[src/rtl/left_fifo_burst_reader.sv]
// Read-side burst consumer for the left-channel FIFO: pops full (or flushed partial)
// bursts into a 4-entry skid buffer and streams them out with a last marker.
module left_fifo_burst_reader #(
    parameter int unsigned ADDR_WIDTH = 10,
    parameter int unsigned DATA_WIDTH = 32,
    parameter int unsigned BURST_LEN  = 64,
    parameter int unsigned OUT_REG    = 0
) (
    input  logic                  rd_clk,
    input  logic                  rd_rst,
    input  logic [DATA_WIDTH-1:0] fifo_rd_data,
    input  logic                  fifo_empty,
    input  logic [ADDR_WIDTH:0]   fifo_rd_water_level,
    output logic                  fifo_rd_en,
    input  logic                  flush,
    output logic [DATA_WIDTH-1:0] m_data,
    output logic                  m_valid,
    input  logic                  m_ready,
    output logic                  m_last,
    output logic                  busy,
    output logic                  flush_done
);

    localparam int unsigned LW    = ADDR_WIDTH + 1;
    localparam int unsigned DEPTH = 4;
    localparam int unsigned PW    = 2;
    localparam int unsigned CW    = 3;
    localparam logic [LW-1:0] BURST_LEN_W = LW'(BURST_LEN);
    localparam bit REG_RD = (OUT_REG != 0);

    typedef enum logic {IDLE, ISSUE} state_e;

    state_e          state_q, state_d;
    logic [LW-1:0]   burst_len_q, burst_len_d;
    logic [LW-1:0]   issued_q, issued_d;
    logic            flush_burst_q, flush_burst_d;
    logic            flush_pending_q, flush_pending_d;
    logic            flush_done_q, flush_done_d;
    logic            inflight_q, inflight_last_q, inflight_tag_q;

    logic [DEPTH-1:0][DATA_WIDTH-1:0] buf_data_q;
    logic [DEPTH-1:0] buf_last_q, buf_tag_q;
    logic [PW-1:0]    wr_ptr_q, rd_ptr_q;
    logic [CW-1:0]    buf_count_q;

    logic rd_en_c, inflight_c, room_c, word_last_c, word_tag_c;
    logic push_c, push_last_c, push_tag_c, out_fire_c, head_tag_c;

    assign inflight_c  = REG_RD ? inflight_q : 1'b0;
    assign room_c      = (buf_count_q + CW'(inflight_c)) < CW'(DEPTH);
    assign word_last_c = (issued_q == (burst_len_q - LW'(1)));
    assign word_tag_c  = word_last_c && flush_burst_q;

    // With a registered FIFO read port the word lands one cycle after its pop.
    assign push_c      = REG_RD ? inflight_q      : rd_en_c;
    assign push_last_c = REG_RD ? inflight_last_q : word_last_c;
    assign push_tag_c  = REG_RD ? inflight_tag_q  : word_tag_c;

    assign m_valid    = (buf_count_q != '0);
    assign m_data     = buf_data_q[rd_ptr_q];
    assign m_last     = buf_last_q[rd_ptr_q];
    assign head_tag_c = buf_tag_q[rd_ptr_q];
    assign out_fire_c = m_valid && m_ready;
    assign fifo_rd_en = rd_en_c;
    assign busy       = (state_q == ISSUE) || m_valid || inflight_c;
    assign flush_done = flush_done_q;

    // Burst sequencing and flush bookkeeping.
    always_comb begin
        state_d         = state_q;
        burst_len_d     = burst_len_q;
        issued_d        = issued_q;
        flush_burst_d   = flush_burst_q;
        flush_pending_d = flush_pending_q | flush;
        flush_done_d    = out_fire_c && head_tag_c;
        rd_en_c         = 1'b0;
        case (state_q)
            IDLE: begin
                if (fifo_rd_water_level >= BURST_LEN_W) begin
                    state_d       = ISSUE;
                    burst_len_d   = BURST_LEN_W;
                    issued_d      = '0;
                    flush_burst_d = 1'b0;
                end else if (flush_pending_q && (fifo_rd_water_level != '0)) begin
                    state_d         = ISSUE;
                    burst_len_d     = fifo_rd_water_level;
                    issued_d        = '0;
                    flush_burst_d   = 1'b1;
                    flush_pending_d = 1'b0;
                end else if (flush_pending_q) begin
                    flush_done_d    = 1'b1;
                    flush_pending_d = 1'b0;
                end
            end
            ISSUE: begin
                rd_en_c = !fifo_empty && room_c && (issued_q < burst_len_q);
                if (rd_en_c) begin
                    issued_d = issued_q + LW'(1);
                    if (issued_d == burst_len_q) state_d = IDLE;
                end
            end
            default: state_d = IDLE;
        endcase
        if (rd_rst) rd_en_c = 1'b0;
    end

    always_ff @(posedge rd_clk) begin
        if (rd_rst) begin
            state_q         <= IDLE;
            burst_len_q     <= '0;
            issued_q        <= '0;
            flush_burst_q   <= 1'b0;
            flush_pending_q <= 1'b0;
            flush_done_q    <= 1'b0;
            inflight_q      <= 1'b0;
            inflight_last_q <= 1'b0;
            inflight_tag_q  <= 1'b0;
        end else begin
            state_q         <= state_d;
            burst_len_q     <= burst_len_d;
            issued_q        <= issued_d;
            flush_burst_q   <= flush_burst_d;
            flush_pending_q <= flush_pending_d;
            flush_done_q    <= flush_done_d;
            inflight_q      <= rd_en_c;
            inflight_last_q <= word_last_c;
            inflight_tag_q  <= word_tag_c;
        end
    end

    // Skid buffer: circular 4-entry store, push and pop may coincide.
    always_ff @(posedge rd_clk) begin
        if (rd_rst) begin
            buf_data_q  <= '0;
            buf_last_q  <= '0;
            buf_tag_q   <= '0;
            wr_ptr_q    <= '0;
            rd_ptr_q    <= '0;
            buf_count_q <= '0;
        end else begin
            if (push_c) begin
                buf_data_q[wr_ptr_q] <= fifo_rd_data;
                buf_last_q[wr_ptr_q] <= push_last_c;
                buf_tag_q[wr_ptr_q]  <= push_tag_c;
                wr_ptr_q             <= wr_ptr_q + PW'(1);
            end
            if (out_fire_c) rd_ptr_q <= rd_ptr_q + PW'(1);
            buf_count_q <= buf_count_q + CW'(push_c) - CW'(out_fire_c);
        end
    end

endmodule

[config.mk]
export PLATFORM = sky130hd
export DESIGN_NAME = left_fifo_burst_reader
export DESIGN_NICKNAME = d
export VERILOG_FILES = /design/src/rtl/left_fifo_burst_reader.sv
export SDC_FILE = /design/constraint.sdc
export NUM_CORES = 1
export LEC_CHECK = 0
export BUFFER_PORTS_ARGS = -buffer_cell sky130_fd_sc_hd__buf_2
export CAP_MARGIN = 10
export CORE_MARGIN = 3
export CORE_UTILIZATION = 40
export CTS_CLUSTER_SIZE = 10
export DETAILED_ROUTE_END_ITERATION = 7
export HOLD_SLACK_MARGIN = 0.08
export PLACE_DENSITY_LB_ADDON = 0.1
export SYNTH_ARGS = -nofsm -noshare
export SYNTH_HDL_FRONTEND = slang
export SYNTH_SLANG_ARGS = --single-unit
[constraint.sdc]
create_clock -name rd_clk -period 3.61 [get_ports rd_clk]
set_input_delay 0.5415 -clock rd_clk [delete_from_list [all_inputs] [get_ports rd_clk]]
set_output_delay 0.5415 -clock rd_clk [all_outputs]
set_load 0.01 [all_outputs]
==> impl_metrics.ini <==
[drt]
avgViaCountPerCell = 5.36
drt-total-wl_um = 18200
dr.pass1.iters = 4
num_vias = 5949
drtAntennaViolNets = 0
drc = 0
drt-initial-drc-count = 434
wl_per_cell_um = 16.4

[worst_setup_path]
worst-setup-path-type = reg -> out
cp-start-kind = register
critPathTopFamily = compound AO/OA/AOI/OAI gates
cp.arrival_ps = 2740
path_cells = inv_1 > ha_1 > a21oi_1 > a2111oi_2 > a2111oi_4 > nand2_1 > inv_1 > buf_4 > buf_2
r2r_cells = 13
reg2reg_slack_ps = 530
cp_common_cell = inv_1
path_buf_inv = 4
r2r-end = buf_count_q[2]
crit_path_max_fanout = 10
cp-startpoint = burst_len_q[2]
cp_slowest_cell = a2111oi_2
timing.rr.start = burst_len_q[6]
cp_slowest_stage_delay_ps = 530
endpoint_kind = primary output
required_ps = 3070

[final_layout]
drive_above_1_share = 0.202
final_util = 0.482
nets = 936
syn_to_final_growth_pct = 17.2
postLayoutCellArea_mm2 = 0.00875
antenna_cells = 0

[clocking]
cts_tree = yes
cts_root_buffer = clkbuf_16
post_cts_buffers = 0
ctsResizeCount = 0
numCtsBuffers = 17
h-tree-depth = 4
clockBufferDepth = 2
cts_hold_buf = 0
cts_sinks = 169
insertion_delay_ps = 430
clk_pin_slew_worst_paths_ps = 70

[timing]
max_freq_mhz = 304
grt_setup_unrepaired = false
final_hold_viol_count = 0
finalClockSkew_ps = 12.1
relSlewSlack = 0.282
fin_setup_tns_ps = 0
setup_viol = 0
finalCritPeriodShare = 0.910
tightestPinTransition_ps = 1080
min_period_ps = 3290
finalMaxSlewViolations = 0

[floorplanning]
initial_core_util = 0.411
rows = 49
design.die.area_mm2 = 0.0203
fp.dieW_um = 143
die_h_um = 143
pin_count = 85
core_mm2 = 0.0181

[synthesis]
async_reset_ff_frac = 0
synth_cell_types = 49
synth_cells = 811
synthFlopType = dfxtp_1
ys_seq_area_frac = 0.454
avgSynthCellArea_um2 = 9.20
ys_warn_count = 0
syn_area_mm2 = 0.00746
synth-edff-count = 0
ys_ff_latch = 169
synth_fp_nets = 879

[pwr]
leakage_nw = 3.42
p_per_area_mw_per_mm2 = 517
irDropWorstVdd_mv = 0.393

[global_route]
grt_pass1_wl_um = 30000
grt_max_degree = 102
grt.overflow.total = 0
antenna_found_initial = 0
grt_pass1_vias = 5864
grt_use_total = 0.186

[run]
drv_cap = 0

[hold_path]
worstHoldPathType = in -> reg
hold_path_end = burst_len_q[4]
hold-path-cell-count = 3
hold_start = fifo_rd_water_level[4]

[placement]
io_buffer_count = 84
gp_congestion = 0.865
place_hpwl_um = 12100
placed_area_mm2 = 0.00811

[outcome]
status = completed
-- logic make-up after synthesis --
kind of cell / Yosys count / synth area share
AND/OR/NAND/NOR: 242 / 0.165
AO/OA/AOI/OAI: 198 / 0.148
flip-flops: 169 / 0.454
buffers and inverters: 119 / 0.0624
multiplexers: 35 / 0.104
XOR/XNOR: 28 / 0.0329
adder cells (fa/ha/maj): 20 / 0.0346
-- sequential cells by signal, summed over array words and instances, names as in the netlist, 2 cells and up --
name	flops
buf_data_q	128
burst_len_q	11
issued_q	11
buf_last_q	4
buf_tag_q	4
buf_count_q	3
rd_ptr_q	2
wr_ptr_q	2
-- how the worst max path moves through the flow --
| stage | to | slack (ps) | cells past startpoint |
|---|---|---|---|
| after floorplan | buf_count_q[2] | 400 | 15 |
| after global placement | buf_count_q[2] | 590 | 13 |
| after detailed placement | buf_count_q[2] | 490 | 13 |
| after CTS | fifo_rd_en | 100 | 9 |
| after global routing | fifo_rd_en | 90 | 9 |
| final | fifo_rd_en | 320 | 9 |
-- placed cells by master (no fill, tap or decap), types with 12 or more instances in the layout --
cell         n
xnor2_1     15
nand3_1    142
o21ai_0    137
ha_1        19
dfxtp_1    167
mux4_2      34
nor2_1      32
clkbuf_16   17
a21oi_1     15
inv_1       53
nand2_1     15
buf_4       16
o21ai_1     12
buf_2       84
xor2_1      13
-- worst register-to-register path, delay by kind of cell (launching register included) --
kind | cells | cell delay [ps]
AO/OA/AOI/OAI | 3 | 800
XOR/XNOR | 2 | 310
adder cells (fa/ha/maj) | 3 | 850
buffers and inverters | 3 | 270
flip-flops | 1 | 410
AND/OR/NAND/NOR | 2 | 310
-- routing by layer --
layer,vias to the layer above,share of wire,wire length (um),global-route usage
li1,3022,-,-,-
met1,2804,0.46,8360,0.240
met2,107,0.49,8920,0.310
met3,16,0.039,716,0.0427
met4,0,0.013,234,0.0605
met5,-,0,0,0
-- synthesized netlist by cell type (2+ instances only) --
| cell type | n | area share |
|---|---|---|
| a211oi_1 | 2 | 0.0020 |
| a21oi_1 | 15 | 0.010 |
| a22oi_1 | 7 | 0.0070 |
| a31oi_1 | 2 | 0.0017 |
| and2_1 | 2 | 0.0017 |
| and3_1 | 5 | 0.0042 |
| and4_1 | 2 | 0.0023 |
| buf_1 | 17 | 0.0086 |
| buf_2 | 15 | 0.010 |
| clkbuf_1 | 33 | 0.017 |
| dfxtp_1 | 169 | 0.45 |
| ha_1 | 19 | 0.032 |
| inv_1 | 53 | 0.027 |
| mux4_2 | 34 | 0.10 |
| nand2_1 | 15 | 0.0075 |
| nand2b_1 | 2 | 0.0017 |
| nand3_1 | 146 | 0.098 |
| nand3b_1 | 6 | 0.0060 |
| nand4_1 | 7 | 0.0059 |
| nor2_1 | 32 | 0.016 |
| nor2b_1 | 3 | 0.0025 |
| nor3_1 | 8 | 0.0054 |
| nor3b_1 | 2 | 0.0020 |
| nor4_1 | 3 | 0.0025 |
| o211ai_1 | 3 | 0.0030 |
| o21ai_0 | 137 | 0.092 |
| o21ai_1 | 12 | 0.0081 |
| o31ai_1 | 9 | 0.0091 |
| or3_1 | 3 | 0.0025 |
| or4_1 | 3 | 0.0030 |
| xnor2_1 | 15 | 0.018 |
| xor2_1 | 13 | 0.015 |
-- through the flow --
step	hold slack, ps	power (mW)	std cells	setup WS, ps
after floorplan	438	2.42	811	402
after global placement	444	2.60	1078	594
after detailed placement	450	2.62	1078	490
after CTS	342	4.59	1109	97.6
after global routing	370	4.71	1109	85.0
final	364	4.52	1109	324
-- cell type report --
| type | count | area (um2) |
|---|---|---|
| inverter | 54 | 205 |
| clock inverter | 13 | 193 |
| tap | 229 | 287 |
| sequential | 169 | 3390 |
| fill | 1737 | 9400 |
| clock buffer | 18 | 439 |
| multi-input combinational | 523 | 3640 |
| timing repair buffer | 103 | 601 |
-- report_power, final --
| part | switching, mW | internal, mW |
|---|---|---|
| clock network | 0.776 | 1.18 |
| registers | 0.110 | 1.91 |
| logic | 0.266 | 0.273 |
| total | 1.15 | 3.37 |
Note: power is estimated with default switching activity, not from simulation.
